### config.mk
export PLATFORM = sky130hd
export DESIGN_NAME = fetch_ref_load_ctrl_flat
export DESIGN_NICKNAME = d
export VERILOG_FILES = /design/src/rtl/fetch_ref_load_ctrl_if.sv /design/src/rtl/fetch_ref_load_ctrl.sv /design/src/flat_wrapper.sv
export SDC_FILE = /design/constraint.sdc
export NUM_CORES = 1
export LEC_CHECK = 0
export CORE_AREA = 4 4 622 624
export CTS_BUF_LIST = sky130_fd_sc_hd__clkbuf_8
export CTS_CLUSTER_SIZE = 10
export DETAILED_ROUTE_END_ITERATION = 10
export DIE_AREA = 0 0 626 628
export PLACE_DENSITY = 0.3
export SYNTH_ARGS = -nofsm -noshare
export SYNTH_HDL_FRONTEND = slang
export SYNTH_SLANG_ARGS = --single-unit
### constraint.sdc
create_clock -name clk -period 12.55 [get_ports clk]
set_input_delay 1.8825 -clock clk [delete_from_list [all_inputs] [get_ports clk]]
set_output_delay 1.8825 -clock clk [all_outputs]
set_load 0.05 [all_outputs]
### src/rtl/fetch_ref_load_ctrl_if.sv
// -----------------------------------------------------------------------------
// fetch_ref_load_ctrl_if
// Bundles the two bus ports of the reference-strip load sequencer:
//   * frame-memory read client: mem_req_o/mem_ack_i request handshake with
//     mem_x_o/mem_y_o row coordinates, in-order mem_rvalid_i/mem_rdata_i data
//   * reference buffer write port: ext_load_valid_o/addr_o/data_o row writes
//     and the ext_load_done_o strip-complete pulse
// Signal suffixes are from the sequencer's point of view.
// Modports: master = sequencer, slave = memory/buffer side.
// -----------------------------------------------------------------------------
interface fetch_ref_load_ctrl_if #(
  parameter int PIC_X_WIDTH = 8,
  parameter int PIXEL_WIDTH = 8
);
  logic                       mem_req_o;
  logic                       mem_ack_i;
  logic [PIC_X_WIDTH-1:0]     mem_x_o;
  logic [12:0]                mem_y_o;
  logic                       mem_rvalid_i;
  logic [96*PIXEL_WIDTH-1:0]  mem_rdata_i;
  logic                       ext_load_valid_o;
  logic [6:0]                 ext_load_addr_o;
  logic [96*PIXEL_WIDTH-1:0]  ext_load_data_o;
  logic                       ext_load_done_o;

  modport master (
    output mem_req_o, mem_x_o, mem_y_o,
    input  mem_ack_i, mem_rvalid_i, mem_rdata_i,
    output ext_load_valid_o, ext_load_addr_o, ext_load_data_o, ext_load_done_o
  );

  modport slave (
    input  mem_req_o, mem_x_o, mem_y_o,
    output mem_ack_i, mem_rvalid_i, mem_rdata_i,
    input  ext_load_valid_o, ext_load_addr_o, ext_load_data_o, ext_load_done_o
  );
endinterface

### src/rtl/fetch_ref_load_ctrl.sv
// -----------------------------------------------------------------------------
// fetch_ref_load_ctrl
// Load sequencer for the triple-buffered luma reference window. Each start
// fetches one ROWS x 96-pixel strip (TOP_OFS rows above the LCU top edge,
// vertically clamped to the picture) from frame memory and writes the rows,
// in order, into the buffer bank selected for writing.
//
// Ports:
//   clk, rstn            clock, asynchronous active-low reset
//   sysif_start_i        start pulse (ignored with overrun_o when not idle)
//   lcu_x_i, lcu_y_i     LCU coordinates, latched on start
//   pic_height_i         picture height in pixels (>=1), latched on start
//   bus (master)         frame-memory request/response + buffer write port
//   busy_o               strip load in progress
//   err_o                pulse: response arrived with nothing outstanding
//   overrun_o            pulse: start seen while not idle
//   load_cycles_o        (FETCH_REF_LOAD_PERF_EN only) saturating start-to-done
//                        cycle count
//
// Optional feature macro: FETCH_REF_LOAD_PERF_EN
// -----------------------------------------------------------------------------
module fetch_ref_load_ctrl #(
  parameter int ROWS        = 80,
  parameter int TOP_OFS     = 16,
  parameter int MAX_OUT     = 4,
  parameter int PIC_X_WIDTH = 8,
  parameter int PIC_Y_WIDTH = 8,
  parameter int PIXEL_WIDTH = 8
) (
  input  logic                   clk,
  input  logic                   rstn,
  input  logic                   sysif_start_i,
  input  logic [PIC_X_WIDTH-1:0] lcu_x_i,
  input  logic [PIC_Y_WIDTH-1:0] lcu_y_i,
  input  logic [12:0]            pic_height_i,
  fetch_ref_load_ctrl_if.master  bus,
  output logic                   busy_o,
  output logic                   err_o,
  output logic                   overrun_o
`ifdef FETCH_REF_LOAD_PERF_EN
  ,
  output logic [15:0]            load_cycles_o
`endif
);

  localparam int                 DW        = 96 * PIXEL_WIDTH;
  localparam logic [6:0]         ROWS_C    = 7'(ROWS);
  localparam logic [6:0]         LAST_ROW  = 7'(ROWS - 1);
  localparam logic [6:0]         MAX_OUT_C = 7'(MAX_OUT);
  localparam logic signed [14:0] TOP_OFS_C = 15'(TOP_OFS);

  typedef enum logic [1:0] {S_IDLE, S_REQ, S_DRAIN, S_DONE} state_t;

  state_t                 r_state, w_state_nxt;
  logic [6:0]             r_issued, r_recv, w_issued_nxt, w_recv_nxt;
  logic [PIC_X_WIDTH-1:0] r_lcu_x;
  logic [PIC_Y_WIDTH-1:0] r_lcu_y, w_lcu_y;
  logic [12:0]            r_height, w_height;
  logic                   r_req, w_req_nxt;
  logic [12:0]            r_y, w_y_nxt;
  logic signed [14:0]     w_y_raw;
  logic                   r_wr_vld;
  logic [6:0]             r_wr_addr;
  logic [DW-1:0]          r_wr_data;
  logic                   r_done, r_busy, r_err, r_overrun;
  logic                   w_start, w_accept, w_resp;

  // Clamp a signed row index into [0, height-1].
  function automatic logic [12:0] clamp_row(input logic signed [14:0] y_raw,
                                            input logic [12:0]        height);
    logic [12:0] res;
    if (y_raw < 15'sd0)
      res = '0;
    else if (y_raw >= $signed({2'b00, height}))
      res = height - 13'd1;
    else
      res = y_raw[12:0];
    return res;
  endfunction

  always_comb begin
    w_state_nxt  = r_state;
    w_start      = sysif_start_i && (r_state == S_IDLE);
    w_accept     = r_req && bus.mem_ack_i;
    // A response is only a row write if something is actually outstanding.
    w_resp       = bus.mem_rvalid_i && ((r_state == S_REQ) || (r_state == S_DRAIN))
                   && (r_issued != r_recv);
    w_issued_nxt = w_start ? 7'd0 : r_issued + {6'd0, w_accept};
    w_recv_nxt   = w_start ? 7'd0 : r_recv + {6'd0, w_resp};

    case (r_state)
      S_IDLE:  if (w_start) w_state_nxt = S_REQ;
      S_REQ:   if (w_accept && (r_issued == LAST_ROW)) w_state_nxt = S_DRAIN;
      S_DRAIN: if (w_resp && (r_recv == LAST_ROW)) w_state_nxt = S_DONE;
      S_DONE:  w_state_nxt = S_IDLE;
      default: w_state_nxt = S_IDLE;
    endcase

    // Request outputs are registered, so they are computed from the
    // next-cycle counters; on the start edge the live inputs are used.
    w_lcu_y   = w_start ? lcu_y_i : r_lcu_y;
    w_height  = w_start ? pic_height_i : r_height;
    w_y_raw   = $signed(15'(w_lcu_y) << 6) + $signed(15'(w_issued_nxt)) - TOP_OFS_C;
    w_y_nxt   = clamp_row(w_y_raw, w_height);
    w_req_nxt = (w_state_nxt == S_REQ) && (w_issued_nxt < ROWS_C)
                && ((w_issued_nxt - w_recv_nxt) < MAX_OUT_C);
  end

  always_ff @(posedge clk or negedge rstn) begin
    if (!rstn) begin
      r_state   <= S_IDLE;
      r_issued  <= '0;
      r_recv    <= '0;
      r_lcu_x   <= '0;
      r_lcu_y   <= '0;
      r_height  <= '0;
      r_req     <= 1'b0;
      r_y       <= '0;
      r_wr_vld  <= 1'b0;
      r_wr_addr <= '0;
      r_wr_data <= '0;
      r_done    <= 1'b0;
      r_busy    <= 1'b0;
      r_err     <= 1'b0;
      r_overrun <= 1'b0;
    end else begin
      r_state   <= w_state_nxt;
      r_issued  <= w_issued_nxt;
      r_recv    <= w_recv_nxt;
      if (w_start) begin
        r_lcu_x  <= lcu_x_i;
        r_lcu_y  <= lcu_y_i;
        r_height <= pic_height_i;
      end
      r_req     <= w_req_nxt;
      r_y       <= w_y_nxt;
      r_wr_vld  <= w_resp;
      if (w_resp) begin
        r_wr_addr <= r_recv;
        r_wr_data <= bus.mem_rdata_i;
      end
      r_done    <= (r_state == S_DONE);
      r_busy    <= (w_state_nxt != S_IDLE);
      r_err     <= bus.mem_rvalid_i && !w_resp;
      r_overrun <= sysif_start_i && (r_state != S_IDLE);
    end
  end

`ifdef FETCH_REF_LOAD_PERF_EN
  logic [15:0] r_cycles;

  // Starts at 1 so the start cycle itself is included; frozen once idle.
  always_ff @(posedge clk or negedge rstn) begin
    if (!rstn)
      r_cycles <= '0;
    else if (w_start)
      r_cycles <= 16'd1;
    else if ((r_state != S_IDLE) && (r_cycles != 16'hFFFF))
      r_cycles <= r_cycles + 16'd1;
  end

  assign load_cycles_o = r_cycles;
`endif

  assign bus.mem_req_o        = r_req;
  assign bus.mem_x_o          = r_lcu_x;
  assign bus.mem_y_o          = r_y;
  assign bus.ext_load_valid_o = r_wr_vld;
  assign bus.ext_load_addr_o  = r_wr_addr;
  assign bus.ext_load_data_o  = r_wr_data;
  assign bus.ext_load_done_o  = r_done;
  assign busy_o               = r_busy;
  assign err_o                = r_err;
  assign overrun_o            = r_overrun;

endmodule

### src/flat_wrapper.sv
// flat-port wrapper written by rule: the top's interface ports become plain ports
module fetch_ref_load_ctrl_flat 
#(
  parameter int ROWS        = 80,
  parameter int TOP_OFS     = 16,
  parameter int MAX_OUT     = 4,
  parameter int PIC_X_WIDTH = 8,
  parameter int PIC_Y_WIDTH = 8,
  parameter int PIXEL_WIDTH = 8
)
  (clk, rstn, sysif_start_i, lcu_x_i, lcu_y_i, pic_height_i, busy_o, err_o, overrun_o, bus_mem_req_o, bus_mem_x_o, bus_mem_y_o, bus_mem_ack_i, bus_mem_rvalid_i, bus_mem_rdata_i, bus_ext_load_valid_o, bus_ext_load_addr_o, bus_ext_load_data_o, bus_ext_load_done_o);
  fetch_ref_load_ctrl_if #(.PIC_X_WIDTH(PIC_X_WIDTH), .PIXEL_WIDTH(PIXEL_WIDTH)) bus_i ();
  input  logic clk;
  input  logic rstn;
  input  logic sysif_start_i;
  input  logic [PIC_X_WIDTH-1:0] lcu_x_i;
  input  logic [PIC_Y_WIDTH-1:0] lcu_y_i;
  input  logic [12:0] pic_height_i;
  output logic busy_o;
  output logic err_o;
  output logic overrun_o;
  output wire logic [$bits(bus_i.mem_req_o)-1:0] bus_mem_req_o;
  output wire logic [$bits(bus_i.mem_x_o)-1:0] bus_mem_x_o;
  output wire logic [$bits(bus_i.mem_y_o)-1:0] bus_mem_y_o;
  input wire logic [$bits(bus_i.mem_ack_i)-1:0] bus_mem_ack_i;
  input wire logic [$bits(bus_i.mem_rvalid_i)-1:0] bus_mem_rvalid_i;
  input wire logic [$bits(bus_i.mem_rdata_i)-1:0] bus_mem_rdata_i;
  output wire logic [$bits(bus_i.ext_load_valid_o)-1:0] bus_ext_load_valid_o;
  output wire logic [$bits(bus_i.ext_load_addr_o)-1:0] bus_ext_load_addr_o;
  output wire logic [$bits(bus_i.ext_load_data_o)-1:0] bus_ext_load_data_o;
  output wire logic [$bits(bus_i.ext_load_done_o)-1:0] bus_ext_load_done_o;
  assign bus_mem_req_o = bus_i.mem_req_o;
  assign bus_mem_x_o = bus_i.mem_x_o;
  assign bus_mem_y_o = bus_i.mem_y_o;
  assign bus_i.mem_ack_i = bus_mem_ack_i;
  assign bus_i.mem_rvalid_i = bus_mem_rvalid_i;
  assign bus_i.mem_rdata_i = bus_mem_rdata_i;
  assign bus_ext_load_valid_o = bus_i.ext_load_valid_o;
  assign bus_ext_load_addr_o = bus_i.ext_load_addr_o;
  assign bus_ext_load_data_o = bus_i.ext_load_data_o;
  assign bus_ext_load_done_o = bus_i.ext_load_done_o;
  fetch_ref_load_ctrl #(.ROWS(ROWS), .TOP_OFS(TOP_OFS), .MAX_OUT(MAX_OUT), .PIC_X_WIDTH(PIC_X_WIDTH), .PIC_Y_WIDTH(PIC_Y_WIDTH), .PIXEL_WIDTH(PIXEL_WIDTH)) u_core (.clk(clk), .rstn(rstn), .sysif_start_i(sysif_start_i), .lcu_x_i(lcu_x_i), .lcu_y_i(lcu_y_i), .pic_height_i(pic_height_i), .bus(bus_i), .busy_o(busy_o), .err_o(err_o), .overrun_o(overrun_o));
endmodule
# --- Word-level counts from Yosys, hierarchy flattened ---
# Cells that the tools add are included.
# Widths: inputs -> output; s select.
totals:
  memories: 0
  reg_bits: 839
  latchBits: 0
  mem_bits_rw: 0
  out_inout_bits: 802
  word_cells: 57
  mem_bits_ro: 0
classes:
  reduce_logical: 15
  n_shift: 0
  multipliers: 0
  eq_ne: 7
  magnitude_cmp: 4
  add_sub_neg: 6
  n_div: 0
  bitwise: 0
  mux: 10
op_table:
  columns: ["op", "count"]
  rows:
  - ["$mux 13", 3]
  - ["$add 14x7->15", 1]
  - ["$ge 15x14->1", 1]
  - ["$lt 15x1->1 const B", 1]
  - ["$sub 15x6->15 const B", 1]
  - ["$add 7x1->7", 2]
  - ["$eq 7x7->1 const B", 2]
  - ["$mux 7", 2]
  - ["$sub 13x1->13 const B", 1]
  - ["$logic_and 1x1->1", 10]
  - ["$mux 8", 1]
  - ["$pmux 2 s4", 1]
  - ["$lt 7x3->1 const B", 1]
  - ["$lt 7x7->1 const B", 1]
  - ["$ne 7x7->1", 1]
  - ["$sub 7x7->7", 1]
  - ["$mux 2", 3]
  - ["$eq 2x1->1 const B", 2]
  - ["$eq 2x2->1 const B", 2]
  - ["$reduce_bool 2->1", 2]
  - ["$logic_not 2->1", 1]
  - ["$logic_not 1->1", 1]
  - ["$logic_or 1x1->1", 1]

# --- Longest topological paths before layout ---
# Gate-level depths: netlist (run 1).
logic_depth:
  depth_word: 10
  ltp_mapped: 26

# --- Worst setup path before layout (run 1) ---
# Ideal clock, no wire load.
synth_path:
  path_type: "input to register"
  from: "input sysif_start_i"
  to: "register u_core.r_y[11] (netlist: u_core.bus.mem_y_o[11])"
  arrival_ns: 5.981
  stages: 23
  required_ns: 12.429
  path_slack_ns: 6.448
  path_buffers: 5
  setup_ns: 0.121
  path_cell_list: "buf_4 -> nand2_4 -> buf_2 -> buf_1 -> mux2i_1 -> ha_1 -> inv_1 -> ha_1 -> a211oi_1 -> o21bai_1 -> a2111oi_0 -> a21oi_1 -> xor2_1 -> ha_1 -> nand2_1 -> nor2_1 -> a21oi_1 -> o21ai_0 -> or3_1 -> buf_6 -> buf_12 -> mux2i_1 -> nor2_1"
synth_via:
  elab_chain_cells: 7
  elab_cells_between_ends: 11
  cone_classes: "add/sub: 3; order compare: 2; mux: 5; reduce/logical: 1"
synth_rtl:
  columns: ["item", "line", "source"]
  rows:
  - ["start: declaration", "flat_wrapper.sv:15", "input logic sysif_start_i;"]
  - ["$logic_and 1x1->1 *", "fetch_ref_load_ctrl.sv:83", "w_start = sysif_start_i && (r_state == S_IDLE);"]
  - ["$mux 7 or $mux 8 (tied branches)", "fetch_ref_load_ctrl.sv:88, fetch_ref_load_ctrl.sv:101", null]
  - ["$add 14x7->15", "fetch_ref_load_ctrl.sv:103", "w_y_raw = $signed(15'(w_lcu_y) << 6) + $signed(15'(w_issued_nxt)) - TOP_OFS_C;"]
  - ["$sub 15x6->15", "fetch_ref_load_ctrl.sv:103", null]
  - ["$ge 15x14->1", "fetch_ref_load_ctrl.sv:74", "else if (y_raw >= $signed({2'b00, height}))"]
  - ["$mux 13", "fetch_ref_load_ctrl.sv:74", null]
  - ["$mux 13 *", "fetch_ref_load_ctrl.sv:72", "if (y_raw < 15'sd0)"]
  - ["named net u_core.w_y_nxt[11]", "fetch_ref_load_ctrl.sv:60", "logic [12:0] r_y, w_y_nxt;"]
  - ["end signal: assignment", "fetch_ref_load_ctrl.sv:136", "r_y <= w_y_nxt;"]
  - ["end: declaration", "fetch_ref_load_ctrl.sv:60", null]
# Mark *: on every way through the listed nets, which the timed path passes. The rest lies on a longest branch.
# A chain may end at the register's enable or synchronous reset.

# --- Final worst setup path (run 1) ---
layout_path:
  from: "input bus_mem_ack_i"
  to: "register u_core.r_y[8] (netlist: u_core.bus.mem_y_o[8])"
layout_via:
  elab_chain_cells: 8
  elab_cells_between_ends: 9
  cone_classes: "add/sub: 3; order compare: 2; mux: 3; reduce/logical: 1"
layout_rtl:
  columns: ["item", "line", "source"]
  rows:
  - ["start: declaration", "flat_wrapper.sv:25", "input wire logic [$bits(bus_i.mem_ack_i)-1:0] bus_mem_ack_i;"]
  - ["$logic_and 1x1->1 *", "fetch_ref_load_ctrl.sv:84", "w_accept = r_req && bus.mem_ack_i;"]
  - ["$add 7x1->7 *", "fetch_ref_load_ctrl.sv:88", "w_issued_nxt = w_start ? 7'd0 : r_issued + {6'd0, w_accept};"]
  - ["$mux 7 *", "fetch_ref_load_ctrl.sv:88", null]
  - ["$add 14x7->15 *", "fetch_ref_load_ctrl.sv:103", null]
  - ["$sub 15x6->15 *", "fetch_ref_load_ctrl.sv:103", null]
  - ["$ge 15x14->1", "fetch_ref_load_ctrl.sv:74", null]
  - ["$mux 13", "fetch_ref_load_ctrl.sv:74", null]
  - ["$mux 13 *", "fetch_ref_load_ctrl.sv:72", null]
  - ["named net u_core.w_y_nxt[8]", "fetch_ref_load_ctrl.sv:60", null]
# Marks and branches as above.

==> results of run 1 <==
==> cells by family (layout without fill, tap and decap cells) <==
| logic type | Yosys count | count (layout) |
|---|---|---|
| flops | 839 | 839 |
| buf+inv | 223 | 2025 |
| simple gates | 2426 | 2426 |
| compound gates | 59 | 59 |
| mux | 37 | 37 |
| fa+ha+maj | 39 | 39 |
| other cells | 0 | 63 |
| xor+xnor | 35 | 35 |
==> metrics by stage <==
stage / hold WS, ns / utilization (%) / std cells / worst slack, ns / instance area, sq um
5_1_grt: 0.485 / 15.4 / 10500 / 5.71 / 58600
3_3_place_gp: 0.457 / 14.3 / 10200 / 4.88 / 54700
6_report: 0.469 / 15.4 / 10600 / 6.12 / 58700
4_1_cts: 0.476 / 15.4 / 10500 / 6.29 / 58600
2_1_floorplan: 0.457 / - / 3658 / 6.45 / 32700
3_5_place_dp: 0.461 / 14.3 / 10200 / 5.13 / 54700
==> placed cells by master, fill, tap and decap left out, drive strengths merged, types with 4 or more instances in the layout <==
cell type      count
or3                4
nand3              7
o21ai             16
diode             63
or2                4
buf               36
a21oi             15
ha                38
mux2               9
dfrtp            839
nand2           2350
xnor2             25
nor2              32
nor2b              4
clkdlybuf4s50   1601
xor2              10
clkinv            32
a211oi             9
mux2i             28
nor3               6
inv              116
bufinv             8
o21a               5
clkbuf           229
==> power breakdown <==
group	switching, mW	total, mW	internal [mW]
Sequential	0.478	3.86	3.39
Clock	1.56	3.37	1.82
Combinational	4.45	6.12	1.68
Total	6.48	13.4	6.88
==> layer usage <==
metal	part of all wire (%)	up-vias	wire length, um	track usage, %
met5	0.27	-	847	0
li1	-	14600	-	-
met3	8.7	540	26900	5.12
met2	47	1487	145000	25.3
met4	2.4	130	7480	3.15
met1	42	16200	130000	19.0
==> area by class of cell <==
cell class              count  area, sq um  share of cell area, %
flip-flops and latches    839        21000                   35.8
inverters                  42          165                  0.281
repair buffers           1637        16400                   27.9
clock buffers             229         3150                   5.37
well taps                5038         6300                   10.7
clock inverters           117          757                   1.29
multi-input cells        2596        10800                   18.4
diodes                     63          158                  0.268
==> sequential cells by signal, summed over array words and instances, names as in the netlist <==
signal                       count
u_core.bus.ext_load_data_o     768
u_core.bus.mem_y_o              13
u_core.r_height                 13
u_core.bus.mem_x_o               8
u_core.r_lcu_y                   8
u_core.bus.ext_load_addr_o       7
u_core.r_issued                  7
u_core.r_recv                    7
u_core.r_state                   2
u_core.bus.ext_load_done_o       1
u_core.bus.ext_load_valid_o      1
u_core.bus.mem_req_o             1
u_core.busy_o                    1
u_core.err_o                     1
u_core.overrun_o                 1
==> worst paths after layout <==
check / startpoint / end / slack, ns / cells past startpoint
max: bus_mem_ack_i / u_core.bus.mem_y_o[8] / 6.12 / 25
min: u_core.bus.ext_load_data_o[14] / u_core.bus.ext_load_data_o[14] / 0.47 / 2
max reg2reg: u_core.r_state[1] / u_core.bus.mem_y_o[8] / 6.70 / 18
min reg2reg: u_core.bus.ext_load_data_o[14] / u_core.bus.ext_load_data_o[14] / 0.47 / 2
max in group asynchronous: rstn / u_core.r_state[0] / 9.40 / 3
min in group asynchronous: rstn / u_core.bus.ext_load_data_o[637] / 0.91 / 1
==> critical path, cell delays in order <==
cell	delay [ns]
clkdlybuf4s50_1	0.46
nand2_1	0.09
inv_1	0.07
ha_1	0.17
ha_1	0.18
and3_1	0.20
nand3_1	0.10
xnor2_1	0.15
nand2_1	0.15
ha_1	0.41
inv_1	0.05
ha_1	0.30
a211oi_1	0.25
o21bai_1	0.15
a2111oi_0	0.59
a21oi_1	0.10
xor2_1	0.19
ha_1	0.30
nand2_1	0.05
nor2_1	0.17
o2111ai_1	0.13
a21oi_1	0.14
or3_1	0.65
mux2i_1	0.28
nor2_1	0.07
==> impl_results.md, run 1 <==
- Status: completed
- Top fanout value on the critical path: 16
- Core Region: about 380000 sq um
- Vias in the first global route: 34300
- Max VDD drop: about 73 uV
- Post-Synthesis Cells: approximately 3700
- Main combinational cell family by area after synthesis: simple AND/OR/NAND/NOR gates
- Post-synthesis average cell area: around 8.9 sq um
- Achievable Freq: 155 MHz
- Top cell type by total area after synthesis: dfrtp_1
- Post-CTS Setup Inserts: 0
- P_leak: ~27 nW
- Initial antenna violation count: 241
- RSZ-0062 raised after global routing: no
- Async set or reset register ratio after synthesis: 100%
- EDFF count, synth: 0
- Post-synth top cells: nand2_1, dfrtp_1, clkbuf_1, inv_1, ha_1
- Main flop type after synthesis: dfrtp_1
- CP endpoint kind: flip-flop
- Register area share after synthesis: 64.3%
- I/O pin count: 1604
- H-tree Lvls: 4
- Worst min path class: reg2reg
- Post-route minimum period: 6.43 ns
- Max-Cap Viols: 0
- Tcrit/Tclk final: 51.3%
- Pwr dens: between 200 and 250 nW/um^2
- Die Area: 393000 sq um
- CTS Buf Count: 197
- Seq cells post-synth: roughly 840
- Clk_skew: 0.0933 ns
- Top cells by area, synth: dfrtp_1, nand2_1, clkbuf_1
- Critical Path Start Type: input pin
- Final setup fails: 0
- Clock transition at the registers of the reported paths: 0.06 ns
- Share of layout cells above drive strength 1: 6.08%
- Die Y: 628 um
- Global route total overflow: 0
- Clk Latency, worst-skew pair: 0.98 ns
- Routed Antenna Nets: 0
- Post-CTS resize count: 0
- Hold buffers post-CTS: 0
- Pins Over Slew Limit: 0
- Dpl hpwl: 260000 um
- Total Power: 13.4 mW
- First-pass GRT wire length: slightly below 400000 um
- TNS Setup: 0 ns
- Critical path type: in2reg
- Pin count of the biggest net entering global routing: 151
- DR DRC count: 0
- YS warnings: 0
- CTS tree: yes
- Routed WL: ~310000 um
- Most frequent cell after synthesis: nand2_1
- Initial Utilization: 8.57%
- Top cell type's share of synthesized area: 64.3%
- Synth Area in XOR/XNOR: less than 1%
- Post-synthesis mux area share: 1.17%
- Required @ worst endpoint: 13.41 ns
- Final net count: 6154
- Via Count: 33000
- Synth Cell Area: roughly 33000 sq um
- Initial DRC count: 1770
- Vias per cell: 3.12
- # fillers: 43200
- Adder-cell share of the synthesized area: under 10%
- Synth Area in Simple Gates: 28.2%
- Slew @ Worst Pin: 1.12 ns
- CTS Sinks: 839
- Max-slew headroom at the worst pin: 24.8%
- Drt wl/cell: 29.4 um
- First drt pass iteration count: 5
- Layout area overhead: 79.7%
- Die W: roughly 630 um
- Bufs on Longest Clock Path: 4
- Synth cell types: 50
- CTS root buffer: clkbuf_8
- Post-synthesis compound-gate area fraction: 1.18%
- GRT Overall Usage: ~15%
- # rows: 227
- Final Hold Fails: 0
- Gpl congestion: 0.914
- I/O Buffers: 1603
- Syn nets: around 4500
- Crit path arrival time: 7.29 ns
Note: power is estimated with default switching activity, not from simulation.
==> inputs of run 2 (changes only) <==
Settings changed: CORE_AREA 4 4 622 624 to 4 4 625 627, DIE_AREA 0 0 626 628 to 0 0 629 631.
Clock period 12.55 ns to 6 ns, I/O delays scaled along.
==> run 2 against run 1 <==
  * First-iteration DRC count grew 8.4%
  * Core utilization is essentially flat
  * Worst hold slack lost 0.044 ns
  * Clock skew shrank 0.025 ns
  * Final area grew 0.84%
  * Sequential cell count is the same
  * Cell count grew 0.43%
  * Critical path type is now reg2reg
  * Critical endpoint is now u_core.bus.mem_y_o[6]
  * Largest power group unchanged
  * Highest routed layer unchanged
==> impl_results.md, run 2 (synthesis gave the netlist of run 1 again) <==
- Status: completed
- Post-CTS resize count: 0
- Achievable Freq: 200 MHz
- Layout area overhead: 81.2%
- Vias per cell: 3.11
- First drt pass iteration count: 5
- Reg-to-reg startpoint: u_core.bus.mem_req_o
- Final net count: 6185
- # fillers: approximately 43000
- Clock transition at the registers of the reported paths: about 0.07 ns
- Initial antenna violation count: roughly 240
- I/O pin count: about 1600
- Cell family with most CP delay: adder cells
- Slowest cell on crit path: a2111oi_0
- Hold path startpoint: bus_mem_rdata_i[665]
- Routed Antenna Nets: 0
- Core Region: 385000 sq um
- Reg2reg end: u_core.bus.mem_y_o[6]
- Max-Cap Viols: 0
- Pwr dens: around 480 nW/um^2
- CP bufs+invs: 4
- Vias in the first global route: 34400
- Clk Latency, worst-skew pair: around 0.98 ns
- Commonest cells after routing, fill and taps aside: nand2_1, clkdlybuf4s50_1, dfrtp_1
- Slew @ Worst Pin: 1.14 ns
- # rows: 228
- Final Hold Fails: 0
- Clk_skew: roughly 0.068 ns
- Share of layout cells above drive strength 1: 6.87%
- Critical Path Start Type: flip-flop
- TNS Setup: 0 ns
- Die W: 629 um
- Total Power: 28.2 mW
- Crit path arrival time: 5.85 ns
- Hold WS: 0.425 ns
- Initial DRC count: 1919
- H-tree Lvls: 4
- CTS Buf Count: 196
- GRT Overall Usage: around 15%
- CP peak stage delay: 0.43 ns
- Max reg flops: 768
- Most frequent CP cell: ha_1
- Initial Utilization: 8.49%
- Worst min path class: in2reg
- Top fanout value on the critical path: 16
- P_leak: 27.2 nW
- Via Count: 33000
- Pin count of the biggest net entering global routing: between 150 and 200
- CTS tree: yes
- Gpl congestion: 0.894
- Die Y: 631 um
- CTS root buffer: clkbuf_8
- RSZ-0062 raised after global routing: no
- Routed WL: 318000 um
- Bufs on Longest Clock Path: 4
- Global route total overflow: 0
- CTS Sinks: 839
- I/O Buffers: between 1500 and 2000
- Tcrit/Tclk final: 83.5%
- Die Area: 397000 sq um
- CP endpoint kind: flip-flop
- Post-route minimum period: between 5 and 6 ns
- Drt wl/cell: 30.0 um
- Hold EP: u_core.bus.ext_load_data_o[665]
- Commonest non-fill, non-tap cell in the layout: nand2_1
- First-pass GRT wire length: 402000 um
- Reg2reg setup slack: roughly 1 ns
- Max-slew headroom at the worst pin: 23.8%
- Pins Over Slew Limit: 0
- Required @ worst endpoint: 6.85 ns
- Final setup fails: 0
- Hold path depth: 3
- Crit. path cell count: 26
- CP Launch Point: u_core.bus.mem_req_o
- Worst reg2reg path depth: 26
- Critical path type: reg2reg
- Max VDD drop: 239 uV
- Dpl hpwl: ~270000 um
- DR DRC count: 0
run 2: final cells by class:
type,instances,area [sq um],share of cell area (%)
flip-flops and latches,839,21000,35.5
repair buffers,1669,16800,28.3
well taps,5060,6330,10.7
diodes,56,140,0.237
inverters,42,165,0.279
clock inverters,101,652,1.10
multi-input cells,2596,10800,18.3
clock buffers,243,3340,5.65
run 2: routing by layer:
metal | vias to the layer above | global-route usage (%) | routed length (um)
met3 | 531 | 6.57 | 31500
met1 | 16200 | 18.4 | 128000
met4 | 152 | 3.20 | 7760
met2 | 1444 | 25.8 | 150000
li1 | 14700 | - | -
met5 | - | 0 | 1040
run 2: report_power, final:
part	switching, mW	internal (mW)
sequential	1.06	7.08
clock	3.31	3.90
combinational	9.32	3.53
total	13.7	14.5
run 2: worst max path at each step:
stage                                        end  slack [ns]
after floorplan           u_core.bus.mem_y_o[11]        0.88
after global placement     u_core.bus.mem_y_o[3]       -0.09
after detailed placement   u_core.bus.mem_y_o[5]        0.04
after CTS                  u_core.bus.mem_y_o[6]        0.95
after global routing       u_core.bus.mem_y_o[5]        0.55
final                      u_core.bus.mem_y_o[6]        0.99
run 2: tightest hold or removal path: stages:
cell and delay, ns:
clkdlybuf4s50_1 0.40, nand2_1 0.07, nand2_1 0.04
run 2: per-stage QoR:
step | util, % | std cells | setup WS [ns] | cell area, sq um
6_report | 15.4 | 10600 | 0.993 | 59200
5_1_grt | 15.4 | 10600 | 0.552 | 59100
4_1_cts | 15.3 | 10600 | 0.948 | 59100
3_5_place_dp | 14.3 | 10200 | 0.0393 | 55100
3_3_place_gp | 14.3 | 10200 | -0.0937 | 55100
2_1_floorplan | - | 3658 | 0.880 | 32700
run 2: repair_timing:
item,4_1_cts,5_1_grt
endpoints found under the hold margin,50,0
hold buffers,1,0
endpoints found under the setup margin,0,0
setup buffers,0,0
